## src/rtl/bmp_cmd_sequencer.sv

```systemverilog
// Command FIFO and issue sequencer for the BMP/font placer.
// Pops one command per placer idle period and drives a single-cycle pulse.
module bmp_cmd_sequencer #(
  parameter int DEPTH = 16,
  parameter int AW    = 4
) (
  input  logic          clk,
  input  logic          rst,
  input  logic          cmd_wr,
  input  logic [31:0]   cmd_data,
  input  logic          clr_ovf,
  input  logic          pl_idle,
  output logic          add_img,
  output logic          rem_img,
  output logic          add_fnt,
  output logic [4:0]    image_indx,
  output logic [5:0]    fnt_indx,
  output logic [9:0]    xloc,
  output logic [8:0]    yloc,
  output logic [AW:0]   cmd_cnt,
  output logic          cmd_full,
  output logic          cmd_empty,
  output logic          ovf,
  output logic          busy
);

  typedef enum logic [1:0] {
    S_IDLE,
    S_ISSUE,
    S_WAIT_LO,
    S_WAIT_HI
  } state_t;

  localparam logic [AW:0] LP_FULL = (AW+1)'(DEPTH);

  // Reserved bits [23:19] are not stored.
  logic [26:0]   r_mem [DEPTH];
  logic [AW-1:0] r_wptr;
  logic [AW-1:0] r_rptr;
  logic [AW:0]   r_cnt;
  state_t        r_state;
  logic          r_ovf;
  logic          r_add;
  logic          r_rem;
  logic          r_fnt;
  logic [5:0]    r_indx;
  logic [9:0]    r_x;
  logic [8:0]    r_y;

  logic [26:0]   w_head;
  logic [1:0]    w_op;
  logic          w_full;
  logic          w_empty;
  logic          w_pop;
  logic          w_push;
  logic          w_drop;
  logic          w_unused;

  assign w_unused = ^cmd_data[23:19];
  assign w_head   = r_mem[r_rptr];
  assign w_op     = w_head[26:25];
  assign w_full   = (r_cnt == LP_FULL);
  assign w_empty  = (r_cnt == '0);
  assign w_pop    = (r_state == S_IDLE) && !w_empty && pl_idle;
  assign w_push   = cmd_wr && (!w_full || w_pop);
  assign w_drop   = cmd_wr && w_full && !w_pop;

  always_ff @(posedge clk) begin
    if (w_push)
      r_mem[r_wptr] <= {cmd_data[31:24], cmd_data[18:0]};
  end

  always_ff @(posedge clk) begin
    if (rst) begin
      r_wptr  <= '0;
      r_rptr  <= '0;
      r_cnt   <= '0;
      r_ovf   <= 1'b0;
      r_state <= S_IDLE;
      r_add   <= 1'b0;
      r_rem   <= 1'b0;
      r_fnt   <= 1'b0;
      r_indx  <= '0;
      r_x     <= '0;
      r_y     <= '0;
    end else begin
      if (w_push)
        r_wptr <= r_wptr + AW'(1);
      if (w_pop)
        r_rptr <= r_rptr + AW'(1);
      if (w_push && !w_pop)
        r_cnt <= r_cnt + (AW+1)'(1);
      else if (w_pop && !w_push)
        r_cnt <= r_cnt - (AW+1)'(1);

      if (w_drop)
        r_ovf <= 1'b1;
      else if (clr_ovf)
        r_ovf <= 1'b0;

      r_add <= 1'b0;
      r_rem <= 1'b0;
      r_fnt <= 1'b0;

      unique case (r_state)
        S_IDLE: begin
          if (w_pop) begin
            r_indx <= w_head[24:19];
            r_y    <= w_head[18:10];
            r_x    <= w_head[9:0];
            if (w_op != 2'b11) begin
              r_state <= S_ISSUE;
              r_add   <= (w_op == 2'b00);
              r_rem   <= (w_op == 2'b01);
              r_fnt   <= (w_op == 2'b10);
            end
          end
        end
        S_ISSUE:   r_state <= S_WAIT_LO;
        // Wait for the placer to leave idle before trusting pl_idle.
        S_WAIT_LO: if (!pl_idle) r_state <= S_WAIT_HI;
        S_WAIT_HI: if (pl_idle)  r_state <= S_IDLE;
        default:   r_state <= S_IDLE;
      endcase
    end
  end

  assign add_img    = r_add;
  assign rem_img    = r_rem;
  assign add_fnt    = r_fnt;
  assign image_indx = r_indx[4:0];
  assign fnt_indx   = r_indx;
  assign xloc       = r_x;
  assign yloc       = r_y;
  assign cmd_cnt    = r_cnt;
  assign cmd_full   = w_full;
  assign cmd_empty  = w_empty;
  assign ovf        = r_ovf;
  assign busy       = (r_state != S_IDLE) || !w_empty;

endmodule

```

## config.mk

```make
export PLATFORM = sky130hd
export DESIGN_NAME = bmp_cmd_sequencer
export DESIGN_NICKNAME = d
export VERILOG_FILES = /design/src/rtl/bmp_cmd_sequencer.sv
export SDC_FILE = /design/constraint.sdc
export NUM_CORES = 1
export LEC_CHECK = 0
export BUFFER_PORTS_ARGS = -buffer_cell sky130_fd_sc_hd__buf_2
export CAP_MARGIN = 0
export CORE_ASPECT_RATIO = 2
export CORE_MARGIN = 8
export CORE_UTILIZATION = 35
export CTS_CLUSTER_SIZE = 30
export DETAILED_ROUTE_END_ITERATION = 12
export PLACE_DENSITY_LB_ADDON = 0.05
export SLEW_MARGIN = 20
export SYNTH_ARGS = -nofsm -noshare
export SYNTH_HDL_FRONTEND = slang
export SYNTH_SLANG_ARGS = --single-unit
```

## constraint.sdc

```tcl
create_clock -name clk -period 6.1 [get_ports clk]
set_input_delay 0.915 -clock clk [delete_from_list [all_inputs] [get_ports clk]]
set_output_delay 0.915 -clock clk [all_outputs]
set_load 0.01 [all_outputs]
```

# After elaboration in Yosys (flattened, before gate mapping)
# Memory sizes are Yosys's and may differ from the RTL's. A register that Yosys moved wholly into a read port is not among the register bits.
# Cells that the tools add are included.
# totals
register_bits	44
latch_bits	0
romBits	0
mem_bits_rw	432
out_inout_bits	42
memories	1
# memory_table
name	words	width	rd	rd_clocked_by_memory_dff	write_ports	line_no	rtl
r_mem	16	27	1	1	1	37	logic [26:0] r_mem [DEPTH];
# classes
bitwise	3
muxes	13
n_div	0
eq_ne	11
order_cmp	0
reduce_logical	22
addsub	4
multipliers	0
shift	0
# op_table
operator	n
2-to-1 mux 5 bit	2
adder 4 x 1 -> 4 bit, second input constant	2
2-to-1 mux 2 bit	4
2-to-1 mux 4 bit	2
!= test 2 bit, second input constant	4
one-hot mux 2 bit (4 select lines)	1
logical AND 1 bit	7
equality test 2 bit, second input constant	3
nonzero test 2 bit	3
adder 5 x 1 -> 5 bit, second input constant	1
equality test 5 bit, second input constant	1
zero test 5 bit	1
subtractor 5 x 1 -> 5 bit, second input constant	1
equality test 2 x 1 -> 1 bit, second input constant	2
zero test 1 bit	4
zero test 2 bit	2
2-to-1 mux 1 bit	4
AND reduction 4 bit	1
OR reduction 4 bit	1
inverter 1 bit	3
logical OR 1 bit	2
!= test 2 x 1 -> 1 bit, second input constant	1
AND reduction 2 bit	1

# Logic depth before layout (Yosys ltp)
# Gate-level depths: netlist of the first run.
# depth
word_depth	10
depth_mapped	16

# Worst setup path before layout of the first run
# No wires, ideal clock.
# synth_path
path_type	input to register
start	in pl_idle
end	mem r_mem[3][0] (enable)
n_path_buf	0
stages	4
setup_ns	0.445
setup_slack_ns	2.296
arrival_ns	3.360
required_ns	5.655
cell_sequence	nand2_1 -> a21boi_2 -> nand2_1 -> nor3_1
# synth_via
elab_chain_len	5
# synth_rtl
item	line_no	rtl
start, declared	12	input logic pl_idle,
logical AND 1 bit	64	assign w_pop = (r_state == S_IDLE) && !w_empty && pl_idle;
logical OR 1 bit	65	assign w_push = cmd_wr && (!w_full || w_pop);
logical AND 1 bit	65	
named net w_push	55	logic w_push;
2-to-1 mux 1 bit	69	if (w_push)
2-to-1 mux 1 bit (implied by the code)	70	r_mem[r_wptr] <= {cmd_data[31:24], cmd_data[18:0]};
end, declared	37	
# The timed path passes the listed nets, and every way through them passes these cells.

# Worst setup path in the final report of the first run
# layout_path
start	reg r_state[0]
end	mem r_mem[7][21] (enable)
# layout_via
elab_chain_len	7
# layout_rtl
item	line_no	rtl
start, declared	41	state_t r_state;
start signal, assigned	79	r_state <= S_IDLE;
start signal, assigned	112	r_state <= S_ISSUE;
start signal, assigned	119	S_ISSUE: r_state <= S_WAIT_LO;
zero test 2 bit	64	
logical AND 1 bit (2 in a row)	64	
logical OR 1 bit	65	
logical AND 1 bit	65	
named net w_push	55	
2-to-1 mux 1 bit	69	
2-to-1 mux 1 bit (implied by the code)	70	
# The timed path passes the listed nets, and every way through them passes these cells.

==> results.md, run 1 <==
- Tot Pwr: 8.10 mW
- Nets: 1020
- Final slew viol count: 0
- CTS tree: built
- Fmax: 302 MHz
- Global-route wire length before repair: 65500 um
- I/O pin total: 79
- CP Data Arrival Time: 3.55 ns
- Routed Antenna Nets: 0
- Leading cell types in the layout, fill and taps excluded: 432 x edfxtp_1, 73 x buf_2, 66 x mux4_2
- Worst Tran Pin Value: 0.884 ns
- Via density: 5.15
- Power Density: 378 mW/mm^2
- Die width: 179 um
- R2r startpoint: r_state[0]$_SDFFE_PP0P_
- Layout cells sized above 1: 0.262
- CTS HTree Levels: 2
- Tcrit/Tclk final: 0.544
- DRT Wirelength: 44200 um
- DRC: 0
- Die Ht: 343 um
- CTS Sinks: 480
- Leading cell type in the layout, fill and taps excluded: edfxtp_1
- Synth warn: 0
- Clock Skew: 0.0130 ns
- Total Routing Usage GR: 0.145
- GPL Wtd Cong: 0.699
- Initial detailed-routing violation count: 461
- Setup TNS: 0 ns
- Mapped Avg Cell Area: 21.5 um^2
- Mapped Cells: 869
- Critical Path Fanout Max: 18
- Starting Density: 0.352
- 1st-pass router iterations: 5
- Hold Crit Depth: 2
- Vias: 8636
- Hold Vio Cnt, Final: 0
- Clock Latency Late Sink: 0.55 ns
- Die area: 0.0615 mm^2
- DP Worst Slack: 2.45 ns
- Hpwl dp: 25000 um
- Syn-to-layout area delta: 14.8%
- Register area share after synthesis: 0.745
- Crit start category: flop
- Largest net degree at the start of global routing: 71
- Crit path kind: flop to flop
- Hold_sp: xloc[8]$_SDFFE_PP0P_
- Req. time, crit path: 6.33 ns
- FF+latch count, synth: 480
- Slew margin rel.: 0.409
- Crit path from: r_state[0]$_SDFFE_PP0P_
- Core area: 0.0532 mm^2
- IO buf count: 73
- Worst-path clk slew: 0.06 ns
- Worst Reg-to-Reg Cells: 7
- Worst setup EP type: flop
- Number of global-route vias before repair: 9425
- Lkg Pwr: 6.93 nW
- Max-Cap Viols: 0
- Unique cell type count in the Yosys netlist: 45
- Syn Nets: 920
- Cts repair resizes: 0
- Worst vdd ir: 0.214 mV
- GR Overflow Total: 0
- Avg WL per Cell: 26.4 um
- Status: complete, no violations
- Final WS setup: 2.78 ns
- Fin cells: 1678
- Final setup vio count: 0
- Row count: 120
- Post-CTS setup repair buffer count: 0
- TritonCTS Buffers: 46
- RSZ-0062 raised after global routing: no
- Clk root buf: clkbuf_16
- Shortest period the worst path allows: 3.32 ns
- Max Buffers Root-to-Sink: 3
- Synthesized area: 0.0187 mm^2
- Initial antenna violation count: 2
- Placed insts: 1592
- Worst hold path type: flop to flop
- Post-CTS Hold Fix Bufs: 0
==> per-stage QoR <==
stage,util,hold slack [ns],cell area (um^2)
floorplan,-,0.468,18700
global placement,0.374,0.441,19900
detailed placement,0.375,0.446,19900
CTS,0.404,0.455,21500
global route,0.404,0.471,21500
finish,0.404,0.451,21500
==> worst max-delay path, stage by stage, from the launching register on <==
cell and delay (ns):
dfxtp_1 0.31, inv_1 0.12, ha_1 0.23, nand2_1 0.15
a21boi_2 0.52, nand2_1 0.45, nor2_4 0.80, buf_4 0.40
==> Yosys cell counts <==
master | instances | area share
a21boi_2 | 1 | 0.00060
a21o_1 | 2 | 0.00080
a21oi_1 | 33 | 0.0088
a21oi_2 | 1 | 0.00047
a221oi_1 | 2 | 0.00094
a221oi_2 | 3 | 0.0024
a22oi_1 | 1 | 0.00040
a22oi_2 | 1 | 0.00067
a31oi_1 | 1 | 0.00033
and2_1 | 1 | 0.00033
buf_1 | 6 | 0.0012
buf_12 | 5 | 0.0054
buf_2 | 10 | 0.0027
buf_4 | 6 | 0.0024
buf_6 | 6 | 0.0036
buf_8 | 1 | 0.00080
clkbuf_1 | 15 | 0.0030
dfxtp_1 | 48 | 0.051
edfxtp_1 | 432 | 0.69
fa_1 | 1 | 0.0011
ha_1 | 13 | 0.0087
inv_1 | 10 | 0.0020
inv_2 | 1 | 0.00020
mux2_2 | 1 | 0.00060
mux2i_1 | 9 | 0.0048
mux4_1 | 65 | 0.091
mux4_2 | 66 | 0.080
nand2_1 | 62 | 0.012
nand2_2 | 1 | 0.00033
nand2b_1 | 3 | 0.0010
nand3_1 | 1 | 0.00027
nand4_1 | 2 | 0.00067
nor2_1 | 31 | 0.0062
nor2b_1 | 2 | 0.00067
nor3_1 | 5 | 0.0013
nor3_2 | 1 | 0.00054
nor4_1 | 2 | 0.00067
nor4b_1 | 1 | 0.00047
o21a_1 | 1 | 0.00040
o21ai_0 | 2 | 0.00054
o21ai_1 | 1 | 0.00027
o41ai_1 | 1 | 0.00047
or3_1 | 2 | 0.00067
xnor2_1 | 4 | 0.0019
xor2_1 | 6 | 0.0028
==> registers in the layout (all words and copies together), names as in the netlist, 2 cells and up, named ones only <==
signal    flops
fnt_indx      6
r_mem       432
r_rptr        4
cmd_cnt       5
yloc          9
xloc         10
r_state       2
r_wptr        4
==> cell families after synthesis <==
group,count (synthesis),synth area share
flops,480,0.745
simple gates,114,0.0256
buf+inv,60,0.0213
fa+ha+maj,14,0.00977
mux,141,0.176
compound gates,50,0.0171
xor+xnor,10,0.00468
==> final timing paths <==
check | end | slack (ns)
setup reg to reg | r_mem[7][21]$_DFFE_PP_ | 2.78
setup / recovery | r_mem[7][21]$_DFFE_PP_ | 2.78
hold reg to reg | xloc[8]$_SDFFE_PP0P_ | 0.45
hold / removal | xloc[8]$_SDFFE_PP0P_ | 0.45
==> area by class of cell <==
class,instances,area (um^2)
diodes,1,2.50
well taps,671,840
inverters,11,41.3
fillers,4771,31700
repair buffers,101,608
flip-flops and latches,480,13900
clock buffers,66,1300
clock inverters,19,238
multi-input cells,329,4500
==> routing by layer <==
| metal | vias to the layer above | global-route usage | share of wire |
|---|---|---|---|
| met5 | - | 0 | 0.00029 |
| met4 | 2 | 0.0387 | 0.020 |
| met3 | 55 | 0.0213 | 0.031 |
| met2 | 149 | 0.269 | 0.54 |
| met1 | 4626 | 0.174 | 0.41 |
| li1 | 3804 | - | - |
==> where the power goes <==
group	switching (mW)	internal [mW]	leakage [nW]
clock network	1.20	1.70	0.744
registers	0.0912	3.74	4.30
logic	0.739	0.630	1.89
total	2.03	6.07	6.93
(Power assumes the default switching activity.)
==> run 2: changes to the inputs <==
--- a/config.mk
+++ b/config.mk
@@ -5,6 +5,7 @@
 export SDC_FILE = /design/constraint.sdc
 export NUM_CORES = 1
 export LEC_CHECK = 0
+export ABC_AREA = 1
 export BUFFER_PORTS_ARGS = -buffer_cell sky130_fd_sc_hd__buf_2
 export CAP_MARGIN = 0
 export CORE_ASPECT_RATIO = 2
==> constraint.sdc (replaced) <==
create_clock -name clk -period 3.35 [get_ports clk]
set_input_delay 0.5025 -clock clk [delete_from_list [all_inputs] [get_ports clk]]
set_output_delay 0.5025 -clock clk [all_outputs]
set_load 0.01 [all_outputs]
==> results.md, run 2 <==
- Reg with most FFs: r_mem
- Power Density: 733 mW/mm^2 (+94%)
- Hold_sp: clr_ovf
- I/O pin total: 79 (unchanged)
- Reg power frac: 0.435 (-0.038)
- Most used DFF post-synth: edfxtp_1
- Crit-path max cell delay: 0.42 ns (-0.38 ns)
- Die Ht: 346 um (+1.0%)
- Vias: 11900 (+37%)
- Die area: 0.0627 mm^2 (+2.0%)
- Clock Latency Late Sink: 0.57 ns (+0.02 ns)
- Worst hold path type: primary input to flop
- Fmax: 372 MHz (+23%)
- Clk root buf: clkbuf_16
- P_sw: 4.94 mW (+140%)
- Share of total power in the clock network: 0.330 (-0.028)
- Asr flop ratio synth: 0 (unchanged)
- Min Hold Slack: 0.176 ns (-0.275 ns)
- Crit path kind: flop to flop
- Syn-to-layout area delta: 14.6%
- Starting Density: 0.352 (+0.000513)
- Mapped Avg Cell Area: 12.6 um^2 (-41%)
- Worst path buffer plus inverter count: 3 (+1)
- Crit path cell chain: inv_1 -> ha_1 -> nand2_1 -> nand2_1 -> nand2_1 -> inv_1 -> ha_1 -> inv_1 -> fa_1 -> a21o_1 -> a21oi_1 -> nor2_1 -> nor2_1 -> nand2_1 -> o21ai_0 -> a21oi_1
- Critical Path Fanout Max: 6 (-12)
- Via density: 5.16 (+0.29%)
- Unique cell type count in the Yosys netlist: 32 (-29%)
- Max-Cap Viols: 0 (unchanged)
- Number of synthesized flops with an enable pin: 432 (unchanged)
- Core area: 0.0542 mm^2 (+2.0%)
- Reg2reg end: cmd_cnt[4]$_SDFFE_PP0P_
- Mapped Cells: 1513 (+74%)
- Nets: 1636 (+60%)
- Clock Skew: 0.00961 ns (-0.00342 ns)
- FF+latch count, synth: 480 (unchanged)
- Req. time, crit path: 3.81 ns (-2.52 ns)
- WHS Endpoint: ovf$_SDFFE_PP0P_
- Final setup vio count: 0 (unchanged)
- Dominant cell type by area after synthesis: edfxtp_1
- Post-CTS setup repair buffer count: 0 (unchanged)
- Storage cell area: 0.0139 mm^2 (about the same)
- Cts repair resizes: 0 (unchanged)
- Hpwl dp: 29600 um (+19%)
- Comb pwr share: 0.235 (+0.066)
- Worst vdd ir: 0.460 mV (+120%)
- Most instantiated cells after synthesis: 432 x edfxtp_1, 314 x nor2_1, 177 x o21ai_0
- Layout cells sized above 1: 0.137 (-0.126)
- Lkg Pwr: 7.58 nW (+9.4%)
- Area of the multi-input gates: 0.00444 mm^2 (-1.2%)
- Number of flip-flops under the largest register name: 432 (unchanged)
- Power Internal: 11.1 mW (+83%)
- CTS HTree Levels: 2 (unchanged)
- Total Routing Usage GR: 0.167 (+0.0212)
- Net Sw Frac: 0.308 (+0.0570)
- 1st-pass router iterations: 4 (-1)
- DRT Wirelength: 52800 um (+19%)
- Synth top area share: 0.679 (-0.0144)
- Final slew viol count: 0 (unchanged)
- GR Overflow Total: 0 (unchanged)
- Routed Antenna Nets: 0 (unchanged)
- Leading cell types in the layout, fill and taps excluded: 432 x edfxtp_1, 298 x nor2_1, 177 x o21ai_0
- Reg-to-reg setup timing slack: 0.66 ns (-2.12 ns)
- DRC: 0 (unchanged)
- IO buf count: 73 (unchanged)
- RSZ-0062 raised after global routing: no
- Avg WL per Cell: 22.9 um (-13%)
- Tcrit/Tclk final: 0.802 (+0.258)
- Die width: 181 um (+0.96%)
- Crit path from: r_state[0]$_SDFFE_PP0P_
- Crit start category: flop
- Global-route wire length before repair: 78600 um (+20%)
- Syn Nets: 1564 (+70%)
- Worst Tran Pin Value: 0.881 ns (-0.00326 ns)
- Worst-path clk slew: 0.06 ns (about the same)
- Number of global-route vias before repair: 12100 (+29%)
- Status: complete, no violations
- Slew margin rel.: 0.413 (+0.00357)
- Most frequent cell after synthesis: edfxtp_1
- Largest net degree at the start of global routing: 106 (+49%)
- Shortest period the worst path allows: 2.69 ns (-0.630 ns)
- Initial antenna violation count: 2 (unchanged)
- CP Data Arrival Time: 3.15 ns (-0.40 ns)
- Critical path's most frequent cell: nand2_1
- CTS tree: built
- Hold Vio Cnt, Final: 0 (unchanged)
- Leading cell type in the layout, fill and taps excluded: edfxtp_1
- Setup TNS: 0 ns (unchanged)
- Synth area leaders: edfxtp_1 68%, nor2_1 6.2%, dfxtp_1 5.0%
- TritonCTS Buffers: 46 (unchanged)
- Synthesized area: 0.0191 mm^2 (+2.1%)
- R2r startpoint: r_state[0]$_SDFFE_PP0P_
- Worst Reg-to-Reg Cells: 16 (+9)
- CP top delay family: adder cells
- Register area share after synthesis: 0.730 (-0.0155)
- Worst setup EP type: flop
- Max stage delay cell, worst path: fa_1
- Max Buffers Root-to-Sink: 3 (unchanged)
- Post-CTS Hold Fix Bufs: 0 (unchanged)
- Fillcell total: 5165 (+8.3%)
- Row count: 121 (+0.83%)
- CTS Sinks: 480 (unchanged)
- Hold Crit Depth: 4 (+2)
- Synth warn: 0 (unchanged)
- GPL Wtd Cong: 0.708 (+1.4%)
- Initial detailed-routing violation count: 714 (+55%)
==> run 2: cell types whose count changed in the layout (fill, tap and decap cells not counted), moves of 65 or more <==
cell / previous run / this run
mux4_2: 66 / 0
mux4_1: 65 / 0
nor2_1: 18 / 298
o21ai_0: 2 / 177
nand3_1: 1 / 97
o211ai_1: 0 / 105
==> run 2: final cells by class <==
cell class / instances / share of cell area
clock buffer: 57 / 0.0574
tap: 676 / 0.0386
timing repair buffer: 126 / 0.0394
inverter: 72 / 0.0127
clock inverter: 28 / 0.0119
sequential: 480 / 0.637
multi-input combinational: 859 / 0.203
antenna: 1 / 0.000114
==> run 2: how the worst max path moves through the flow <==
stage,to,slack (ns),depth (start not counted)
2_1_floorplan,r_mem[11][0]$_DFFE_PP_,0.66,8
3_3_place_gp,cmd_cnt[4]$_SDFFE_PP0P_,0.55,16
3_5_place_dp,cmd_cnt[4]$_SDFFE_PP0P_,0.61,16
4_1_cts,cmd_cnt[4]$_SDFFE_PP0P_,0.61,16
5_1_grt,cmd_cnt[4]$_SDFFE_PP0P_,0.28,16
6_report,cmd_cnt[4]$_SDFFE_PP0P_,0.66,16
==> run 2: power groups by stage <==
stage | registers, mW | logic, mW | clock network [mW]
after CTS | 6.98 | 3.87 | 5.46
final | 6.98 | 3.77 | 5.29
after floorplan | 7.15 | 2.52 | 0
after global placement | 7.10 | 3.83 | 0
after detailed placement | 7.11 | 3.86 | 0
after global routing | 7.01 | 4.27 | 5.64
==> run 2: worst register-to-register path: stages (launching register included) <==
cell and delay, ns:
dfxtp_1 0.31, inv_1 0.11, ha_1 0.18, nand2_1 0.09, nand2_1 0.08, nand2_1 0.10
inv_1 0.18, ha_1 0.22, inv_1 0.12, fa_1 0.42, a21o_1 0.20, a21oi_1 0.16
nor2_1 0.06, nor2_1 0.08, nand2_1 0.07, o21ai_0 0.14, a21oi_1 0.05
==> run 2: layer usage <==
layer | share of wire | wire length (um) | global-route usage | up-vias
met3 | 0.033 | 1760 | 0.0237 | 79
met1 | 0.41 | 21800 | 0.197 | 5952
met5 | 0.00025 | 13 | 0 | -
met4 | 0.027 | 1440 | 0.0541 | 2
li1 | - | - | - | 5628
met2 | 0.53 | 27800 | 0.305 | 205
==> run 2: per-stage QoR <==
step / total power [mW] / cell area, um^2 / std cells / worst slack (ns) / utilization
global placement: 10.9 / 20400 / 2213 / 0.554 / 0.376
CTS: 16.3 / 21900 / 2298 / 0.609 / 0.404
detailed placement: 11.0 / 20400 / 2213 / 0.611 / 0.376
global route: 16.9 / 21900 / 2298 / 0.279 / 0.404
floorplan: 9.67 / 19100 / 1513 / 0.656 / -
finish: 16.0 / 21900 / 2299 / 0.663 / 0.404
==> run 2: cell families (layout without fill, tap and decap cells) <==
group | count (synthesis) | count (layout) | synth area share
other | 0 | 1 | 0
muxes | 1 | 1 | 0.000524
adders and majority gates | 14 | 14 | 0.00957
xor gates and xnor gates | 3 | 3 | 0.00138
AOI/OAI and AO/OA | 351 | 351 | 0.110
DFF | 480 | 480 | 0.730
buffers and inverters | 174 | 283 | 0.0440
and+or+nand+nor | 490 | 490 | 0.105
